### src/rtl/unary_add_multi.sv
`default_nettype none
// ============================================================================
// Module   : unary_add_multi
// Brief    : CH-channel unary accumulator re-serialised as an OUT_LEN-cycle
//            thermometer stream with sticky overflow. Define
//            UNARY_ADD_SCALED_EN to emit floor(sum/CH) instead of the sum.
// Revision : 1.0 - initial release
// ============================================================================
module unary_add_multi #(
    parameter int CH      = 2,
    parameter int OUT_LEN = 16
) (
    input  logic          clk,
    input  logic          rst,
    input  logic          en,
    input  logic          read_or_write,
    input  logic [CH-1:0] din,
    output logic          dout,
    output logic          C,
    output logic          busy,
    output logic          done
);

`ifdef UNARY_ADD_SCALED_EN
    localparam int c_raw_max = CH * OUT_LEN;
`else
    localparam int c_raw_max = OUT_LEN;
`endif
    localparam int c_acc_w = $clog2(c_raw_max + 1);
    localparam int c_idx_w = $clog2(OUT_LEN + 1);
    localparam int c_sum_w = $clog2(c_raw_max + CH + 1);
    localparam int c_pop_w = $clog2(CH + 1);

    typedef enum logic [1:0] {
        S_IDLE  = 2'd0,
        S_ACCUM = 2'd1,
        S_EMIT  = 2'd2,
        S_DONE  = 2'd3
    } state_t;

    state_t               r_state;
    logic [c_acc_w-1:0]   r_acc;
    logic [c_idx_w-1:0]   r_idx;
    logic                 r_dout;
    logic                 r_c;
    logic                 r_busy;
    logic                 r_done;

    logic [c_pop_w-1:0]   w_pop;
    logic [c_sum_w-1:0]   w_sum;
    logic                 w_ovf;
    logic [c_acc_w-1:0]   w_acc_next;
    logic [c_acc_w-1:0]   w_sum_out;
    logic                 w_bit;

    always_comb begin
        w_pop = '0;
        for (int i = 0; i < CH; i++) begin
            w_pop = w_pop + c_pop_w'(din[i]);
        end
    end

    // Widened sum so the overflow test sees the true raw value.
    assign w_sum      = c_sum_w'(r_acc) + c_sum_w'(w_pop);
    assign w_ovf      = (w_sum > c_sum_w'(c_raw_max));
    assign w_acc_next = w_ovf ? c_acc_w'(c_raw_max) : w_sum[c_acc_w-1:0];

`ifdef UNARY_ADD_SCALED_EN
    localparam logic [c_acc_w-1:0] c_ch_div = c_acc_w'(CH);
    assign w_sum_out = r_acc / c_ch_div;
`else
    assign w_sum_out = r_acc;
`endif

    // r_idx is 0 outside EMIT, so this also yields bit 0 on the start edge.
    assign w_bit = (c_acc_w'(r_idx) < w_sum_out);

    always_ff @(posedge clk) begin
        if (rst) begin
            r_state <= S_IDLE;
            r_acc   <= '0;
            r_idx   <= '0;
            r_dout  <= 1'b0;
            r_c     <= 1'b0;
            r_busy  <= 1'b0;
            r_done  <= 1'b0;
        end else begin
            case (r_state)
                S_IDLE: begin
                    r_done <= 1'b0;
                    r_idx  <= '0;
                    if (en) begin
                        r_busy <= 1'b1;
                        if (read_or_write) begin
                            r_state <= S_EMIT;
                            r_acc   <= '0;
                            r_dout  <= 1'b0;
                            r_idx   <= c_idx_w'(1);
                        end else begin
                            r_state <= S_ACCUM;
                            r_acc   <= w_acc_next;
                            r_c     <= w_ovf;
                        end
                    end
                end
                S_ACCUM: begin
                    if (en) begin
                        if (read_or_write) begin
                            r_state <= S_EMIT;
                            r_dout  <= w_bit;
                            r_idx   <= c_idx_w'(1);
                        end else begin
                            r_acc <= w_acc_next;
                            if (w_ovf) begin
                                r_c <= 1'b1;
                            end
                        end
                    end
                end
                S_EMIT: begin
                    if (r_idx == c_idx_w'(OUT_LEN)) begin
                        r_state <= S_DONE;
                        r_dout  <= 1'b0;
                        r_busy  <= 1'b0;
                        r_done  <= 1'b1;
                        r_acc   <= '0;
                        r_idx   <= '0;
                    end else begin
                        r_dout <= w_bit;
                        r_idx  <= r_idx + c_idx_w'(1);
                    end
                end
                S_DONE: begin
                    r_done  <= 1'b0;
                    r_state <= S_IDLE;
                end
                default: begin
                    r_state <= S_IDLE;
                end
            endcase
        end
    end

    assign dout = r_dout;
    assign C    = r_c;
    assign busy = r_busy;
    assign done = r_done;

endmodule
`default_nettype wire
### config.mk
export PLATFORM = sky130hd
export DESIGN_NAME = unary_add_multi
export DESIGN_NICKNAME = d
export VERILOG_FILES = /design/src/rtl/unary_add_multi.sv
export SDC_FILE = /design/constraint.sdc
export NUM_CORES = 1
export LEC_CHECK = 0
export CORE_ASPECT_RATIO = 0.6
export CORE_UTILIZATION = 50
export DETAILED_ROUTE_END_ITERATION = 10
export DONT_BUFFER_PORTS = 1
export PLACE_DENSITY_LB_ADDON = 0.12
export SYNTH_ARGS = -nofsm -noshare
export SYNTH_HDL_FRONTEND = slang
export SYNTH_SLANG_ARGS = --single-unit
### constraint.sdc
create_clock -name clk -period 1.8 [get_ports clk]
set_input_delay 0.27 -clock clk [delete_from_list [all_inputs] [get_ports clk]]
set_output_delay 0.27 -clock clk [all_outputs]
set_load 0.01 [all_outputs]
# Yosys cells after proc, flatten, opt, wreduce, memory -nomap -nowiden
# Index checks and enable logic that the tools add are counted.
# W data, S select, Z words.
dict set report word_totals {
  regBits 16
  input_bits 6
  out_inout_bits 4
  word_cells 73
}
dict set report classes {
  add_sub_neg 3
  order_cmp 2
  n_eq_ne 12
  muxes 36
  reduce_logical 13
}
# cell count
set ops {}
lappend ops {{$mux W5} 9}
lappend ops {{$pmux W5 S3} 2}
lappend ops {{$ne A2 B2 Y1 const B} 8}
lappend ops {{$mux W1} 15}
lappend ops {{$mux W2} 5}
lappend ops {{$reduce_and A5 Y1} 2}
lappend ops {{$pmux W2 S4} 1}
lappend ops {{$pmux W1 S2} 3}
lappend ops {{$reduce_and A3 Y1} 2}
lappend ops {{$reduce_and A6 Y1} 1}
lappend ops {{$reduce_bool A2 Y1} 3}
lappend ops {{$add A5 B1 Y5 const B} 1}
lappend ops {{$add A5 B2 Y5} 1}
lappend ops {{$eq A5 B5 Y1 const B} 1}
lappend ops {{$gt A5 B5 Y1 const B} 1}
lappend ops {{$lt A5 B5 Y1} 1}
lappend ops {{$eq A2 B2 Y1 const B} 2}
lappend ops {{$reduce_and A4 Y1} 1}
lappend ops {{$pmux W1 S3} 1}
lappend ops {{$reduce_bool A3 Y1} 1}
lappend ops {{$add A1 B1 Y2} 1}
lappend ops {{$eq A2 B1 Y1 const B} 1}
lappend ops {{$logic_not A2 Y1} 1}
lappend ops {{$reduce_and A2 Y1} 1}
lappend ops {{$reduce_or A2 Y1} 1}

# Depth between registers and ports, before layout
dict set report logic_depth {
  word_depth 7
  depth_mapped 8
  depth_no_buf 7
}

# Worst setup path before layout
# OpenSTA, ideal clock, no wires.
dict set report synth_path {
  path_type {input to register}
  from {input din[0]}
  to {register r_acc[3]}
  setup_ns 0.062
  t_arrival_ns 1.809
  required_time_ns 1.738
  setup_slack_ns -0.071
  cell_stages 7
  n_path_buf 0
  path_cell_list {fa_1 > ha_1 > nand3_1 > xnor2_2 > a41oi_2 > or4_1 > nand3_1}
}
dict set report synth_between {
  elab_chain_cells 7
  word_cells_on_any_way 9
  classes_between {add/sub: 2; order compare: 1; mux: 6}
}
# item line_no
set synth_rtl {}
lappend synth_rtl {{from (decl)} 17} ;# input logic [CH-1:0] din,
lappend synth_rtl {{$add A1 B1 Y2 (*)} 59} ;# w_pop = w_pop + c_pop_w'(din[i]);
lappend synth_rtl {{$add A5 B2 Y5 (*)} 64} ;# assign w_sum = c_sum_w'(r_acc) + c_sum_w'(w_pop);
lappend synth_rtl {{$gt A5 B5 Y1} 65} ;# assign w_ovf = (w_sum > c_sum_w'(c_raw_max));
lappend synth_rtl {{$mux W5 (*)} 66} ;# assign w_acc_next = w_ovf ? c_acc_w'(c_raw_max) : w_sum[c_acc_w-1:0];
lappend synth_rtl {{$mux W5, on equally long branches} {108, 94}}
lappend synth_rtl {{$mux W5, on equally long branches} {107, 92}}
lappend synth_rtl {{$pmux W5 S3 (*)} 88} ;# case (r_state)
lappend synth_rtl {{to (signal assigned)} 101} ;# r_acc <= w_acc_next;
lappend synth_rtl {{to (signal assigned)} 113} ;# r_acc <= w_acc_next;
lappend synth_rtl {{to (decl)} 42} ;# logic [c_acc_w-1:0] r_acc;
# Mark *: on every way between the ends. The rest lies on a longest branch, timed or not. The select of a mux whose other input is x is not followed.
# A chain may end at the register's enable or synchronous reset.

# Worst setup path after layout
dict set report layout_path {
  from {register r_acc[0]}
  to {register r_acc[3]}
}
dict set report layout_between {
  elab_chain_cells 6
  word_cells_on_any_way 8
  classes_between {add/sub: 1; order compare: 1; mux: 6}
}
# item line_no
set layout_rtl {}
lappend layout_rtl {{$add A5 B2 Y5 (*)} 64}
lappend layout_rtl {{$gt A5 B5 Y1} 65}
lappend layout_rtl {{$mux W5 (*)} 66}
lappend layout_rtl {{$mux W5, on equally long branches} {108, 94}}
lappend layout_rtl {{$mux W5, on equally long branches} {107, 92}}
lappend layout_rtl {{$pmux W5 S3 (*)} 88}
# Marks and branches as above.

==> impl_results.html <==
<table>
<tr><th>Metric</th><th>Value</th></tr>
<tr><th colspan="2">Floorplanning</th></tr>
<tr><td>Initial Util</td><td>0.563</td></tr>
<tr><td>Num rows</td><td>12</td></tr>
<tr><td>Die area</td><td>2410 um^2</td></tr>
<tr><td>Core Footprint</td><td>between 1500 and 2000 um^2</td></tr>
<tr><td>Die Y</td><td>about 38 um</td></tr>
<tr><td>Chip width</td><td>between 60 and 70 um</td></tr>
<tr><td>Io pins</td><td>10</td></tr>
<tr><th colspan="2">Clocking</th></tr>
<tr><td>Clock root buffer</td><td>sky130_fd_sc_hd__clkbuf_8</td></tr>
<tr><td>Sink Count</td><td>16</td></tr>
<tr><td>Count of H-tree levels built during CTS</td><td>1</td></tr>
<tr><td>CTS tree</td><td>built</td></tr>
<tr><td>Insertion delay of the later-clocked pin in the worst-skew pair</td><td>approximately 0.25 ns</td></tr>
<tr><td>Longest Clk Path Bufs</td><td>2</td></tr>
<tr><td>Clock buffers created by TritonCTS</td><td>3</td></tr>
<tr><td>Hold-fix buffers, CTS</td><td>0</td></tr>
<tr><td>Clock transition at the register clock pins on the worst setup and hold paths after CTS</td><td>roughly 0.070 ns</td></tr>
<tr><th colspan="2">Placement</th></tr>
<tr><td>Port Buffer Count</td><td>0</td></tr>
<tr><td>Number of placed cells counting well taps</td><td>approximately 180</td></tr>
<tr><td>Placed cell area</td><td>between 1000 and 1500 um^2</td></tr>
<tr><td>HPWL after detailed placement</td><td>2.12 mm</td></tr>
<tr><td>Gp weighted congestion</td><td>slightly below 0.9</td></tr>
<tr><th colspan="2">Synth</th></tr>
<tr><td>Top cell type by total area after synthesis</td><td>sky130_fd_sc_hd__dfxtp_1</td></tr>
<tr><td>Synthesized netlist net count</td><td>around 160</td></tr>
<tr><td>Proportion of netlist area held by the largest area contributor</td><td>0.289</td></tr>
<tr><td>Ys Warns</td><td>0</td></tr>
<tr><td>Count of different cell masters after synthesis</td><td>38</td></tr>
<tr><td>Total standard cell area after synthesis</td><td>1110 um^2</td></tr>
<tr><td>Post-Syn Area per Cell</td><td>8.02 um^2</td></tr>
<tr><td>Number of flip-flops and latches in the synthesized netlist</td><td>16</td></tr>
<tr><td>Mapped Cells</td><td>between 100 and 150</td></tr>
<tr><td>Number of flops mapped to enable cells by yosys</td><td>0</td></tr>
<tr><td>Async set or reset register ratio after synthesis</td><td>0</td></tr>
<tr><td>Proportion of synthesized chip area in sequential cells</td><td>0.289</td></tr>
<tr><td>Cell with the most instances after synthesis</td><td>sky130_fd_sc_hd__dfxtp_1</td></tr>
<tr><td>Main flop type after synthesis</td><td>sky130_fd_sc_hd__dfxtp_1</td></tr>
<tr><td>Top cells by count, synth</td><td>sky130_fd_sc_hd__dfxtp_1, sky130_fd_sc_hd__nor2_1, sky130_fd_sc_hd__inv_1</td></tr>
<tr><td>Dominant cells by area after synthesis</td><td>sky130_fd_sc_hd__dfxtp_1, sky130_fd_sc_hd__ha_1, sky130_fd_sc_hd__a21oi_1</td></tr>
<tr><th colspan="2">STA</th></tr>
<tr><td>Worst-case hold slack</td><td>approximately 0.075 ns</td></tr>
<tr><td>Hold Vio Cnt, Final</td><td>0</td></tr>
<tr><td>Fraction of the cycle the final worst path needs</td><td>1.04</td></tr>
<tr><td>Worst setup margin</td><td>-0.0800 ns</td></tr>
<tr><td>Max Clk Rate</td><td>~0.53 GHz</td></tr>
<tr><td>Final-layout setup total negative slack</td><td>-0.136 ns</td></tr>
<tr><td>Final Critical Period</td><td>about 1.9 ns</td></tr>
<tr><td>Final count of pins violating max slew</td><td>0</td></tr>
<tr><td>Worst-Margin Slew</td><td>just over 0.5 ns</td></tr>
<tr><td>RSZ-0062 raised after global routing</td><td>yes</td></tr>
<tr><td>Clock Skews</td><td>0.00637 ns</td></tr>
<tr><td>Worst-case headroom to the max-slew limit</td><td>0.659</td></tr>
<tr><td>Number of setup violations in the final report</td><td>3</td></tr>
<tr><th colspan="2">Critical path</th></tr>
<tr><td>Worst flop-to-flop path startpoint</td><td>r_acc[0]$_SDFFE_PP0P_</td></tr>
<tr><td>Data arrival time of the worst path</td><td>approximately 2.1 ns</td></tr>
<tr><td>Worst Reg-to-Reg Cells</td><td>7</td></tr>
<tr><td>Worst setup slack for register-to-register paths</td><td>-0.08 ns</td></tr>
<tr><td>Path type of the worst setup path</td><td>reg2reg</td></tr>
<tr><td>Largest driver fanout on the critical path</td><td>4</td></tr>
<tr><td>CP Capture Type</td><td>register</td></tr>
<tr><td>Data required time at the worst endpoint</td><td>approximately 2.0 ns</td></tr>
<tr><td>Worst flop-to-flop path endpoint</td><td>r_acc[3]$_SDFFE_PP0P_</td></tr>
<tr><td>Element type at the critical path start</td><td>register</td></tr>
<tr><th colspan="2">Detailed routing</th></tr>
<tr><td>Number of detailed-routing iterations run before antenna repair</td><td>4</td></tr>
<tr><td>Post-DR vias/cell</td><td>between 5 and 6</td></tr>
<tr><td>Initial DRC Count</td><td>roughly 80</td></tr>
<tr><td>DRC violation count after routing</td><td>0</td></tr>
<tr><td>DR vias</td><td>between 1000 and 1500</td></tr>
<tr><td>Post-DR wirelength/cell</td><td>around 16 um</td></tr>
<tr><td>Number of nets with antenna violations after detailed routing</td><td>0</td></tr>
<tr><td>Total length of routed wires</td><td>2.81 mm</td></tr>
<tr><th colspan="2">Cells and area</th></tr>
<tr><td>Share of layout cells above drive strength 1</td><td>0.229</td></tr>
<tr><td>Post-layout nets</td><td>about 170</td></tr>
<tr><td>N_diodes</td><td>0</td></tr>
<tr><td>Post-route standard cell area excluding fillers</td><td>1350 um^2</td></tr>
<tr><td>Fill cell total of the finished layout</td><td>around 170</td></tr>
<tr><td>Area growth, synth to finish</td><td>21.9%</td></tr>
<tr><td>Number of standard cells in the final layout excluding fillers</td><td>roughly 180</td></tr>
<tr><th colspan="2">Pwr</th></tr>
<tr><td>Design Power</td><td>between 1.5 and 2 mW</td></tr>
<tr><td>PwrDens</td><td>between 1000 and 1500 nW/um^2</td></tr>
<tr><td>Worst vdd ir</td><td>approximately 530 uV</td></tr>
<tr><td>Leakage power total</td><td>0.517 nW</td></tr>
<tr><th colspan="2">Global routing</th></tr>
<tr><td>Routing layer with the top usage in global route</td><td>met2</td></tr>
<tr><td>Grt met1 use</td><td>0.301</td></tr>
<tr><td>GR met2 Demand/Resource</td><td>0.451</td></tr>
<tr><td>Met3 Track Usage GR</td><td>0.0804</td></tr>
<tr><td>Number of global-route vias before repair</td><td>between 900 and 1000</td></tr>
<tr><td>Aggregate global routing overflow</td><td>0</td></tr>
<tr><td>Initial antenna violation count</td><td>0</td></tr>
<tr><td>Wire length of the first global-routing pass</td><td>between 4 and 5 mm</td></tr>
<tr><td>GRT Util Overall</td><td>0.253</td></tr>
<tr><td>Maximum number of pins on one net before global-route repair</td><td>15</td></tr>
<tr><th colspan="2">Hold path</th></tr>
<tr><td>Hold Path Origin</td><td>rst</td></tr>
<tr><td>Worst hold stages</td><td>1</td></tr>
<tr><td>Worst Hold Class</td><td>in2reg</td></tr>
<tr><td>Endpoint of the worst hold-timing path</td><td>r_state[0]$_SDFFE_PP0P_</td></tr>
<tr><th colspan="2">Run</th></tr>
<tr><td>Max-cap check violation count</td><td>0</td></tr>
<tr><th colspan="2">Status</th></tr>
<tr><td>Violations in the final reports</td><td>negative setup slack</td></tr>
<tr><td>Status</td><td>complete, but fails checks</td></tr>
</table>
## logic make-up after synthesis
| logic type | Yosys count | share of synthesized area |
|---|---|---|
| AO/OA/AOI/OAI | 38 | 0.223 |
| XOR/XNOR | 2 | 0.0294 |
| adder cells (fa/ha/maj) | 12 | 0.142 |
| buffers and inverters | 17 | 0.0588 |
| flip-flops | 16 | 0.289 |
| AND/OR/NAND/NOR | 53 | 0.258 |
## layout make-up
type | count | area, um^2 | share of cell area
Tap cell | 28 | 35.0 | 0.0260
Sequential cell | 16 | 323 | 0.239
Multi-Input combinational cell | 105 | 786 | 0.582
Timing Repair Buffer | 15 | 113 | 0.0834
Inverter | 14 | 52.6 | 0.0389
Clock buffer | 3 | 41.3 | 0.0306
## power by group
part           switching [mW]  internal, mW  total [mW]
clock                   0.123         0.148       0.271
combinational           0.558         0.430       0.988
sequential             0.0503         0.406       0.457
total                   0.731         0.985        1.72
## state kept, by name (all words and copies together), names as in the netlist
name and flops:
r_acc 5, C 1, r_idx 5, done 1, busy 1, r_state 2
dout 1
## worst max-delay path by stage
stage | start | slack, ns | cells after the start | end
6_report | r_acc[0]$_SDFFE_PP0P_ | -0.08 | 7 | r_acc[3]$_SDFFE_PP0P_
5_1_grt | r_state[0]$_SDFFE_PP0P_ | -0.16 | 7 | r_acc[3]$_SDFFE_PP0P_
4_1_cts | r_acc[0]$_SDFFE_PP0P_ | -0.06 | 7 | C$_SDFFE_PP0P_
3_5_place_dp | r_acc[0]$_SDFFE_PP0P_ | -0.08 | 7 | C$_SDFFE_PP0P_
3_3_place_gp | r_acc[0]$_SDFFE_PP0P_ | -0.01 | 6 | r_acc[3]$_SDFFE_PP0P_
2_1_floorplan | din[0] | 0.01 | 7 | r_acc[3]$_SDFFE_PP0P_
## critical path: stages, from the launching register on
cell                      delay, ns
sky130_fd_sc_hd__dfxtp_2       0.33
sky130_fd_sc_hd__fa_2          0.37
sky130_fd_sc_hd__buf_4         0.16
sky130_fd_sc_hd__nand3_4       0.09
sky130_fd_sc_hd__xnor2_2       0.14
sky130_fd_sc_hd__a41oi_4       0.15
sky130_fd_sc_hd__or4_1         0.51
sky130_fd_sc_hd__nand3_1       0.07
## per-stage QoR
step,worst slack [ns],utilization
3_3_place_gp,-0.0119,0.627
4_1_cts,-0.0586,0.653
3_5_place_dp,-0.0841,0.627
6_report,-0.0800,0.686
5_1_grt,-0.158,0.686
2_1_floorplan,0.0128,-
## layer usage
| layer | part of all wire | vias to the layer above |
|---|---|---|
| li1 | - | 525 |
| met1 | 0.46 | 496 |
| met2 | 0.45 | 34 |
| met3 | 0.076 | 2 |
| met4 | 0.0039 | 0 |
| met5 | 0 | - |
## timing repair
action,CTS,global route
pin swaps,1,4
setup buffers,1,1
setup endpoints to repair,2,6
resized for setup,2,10
## placed cells by master, fill, tap and decap left out, drive strengths merged, types with 2 or more instances in the layout
cell    instances
and2            3
dfxtp          16
nand3           8
nor2           15
buf            15
or3             3
clkbuf          3
a32oi           2
ha             11
nand2          12
a21oi          12
o21ai          10
xnor2           2
or4             3
inv            14
o211ai          3
No activity file was read; power rests on OpenSTA's default activity.
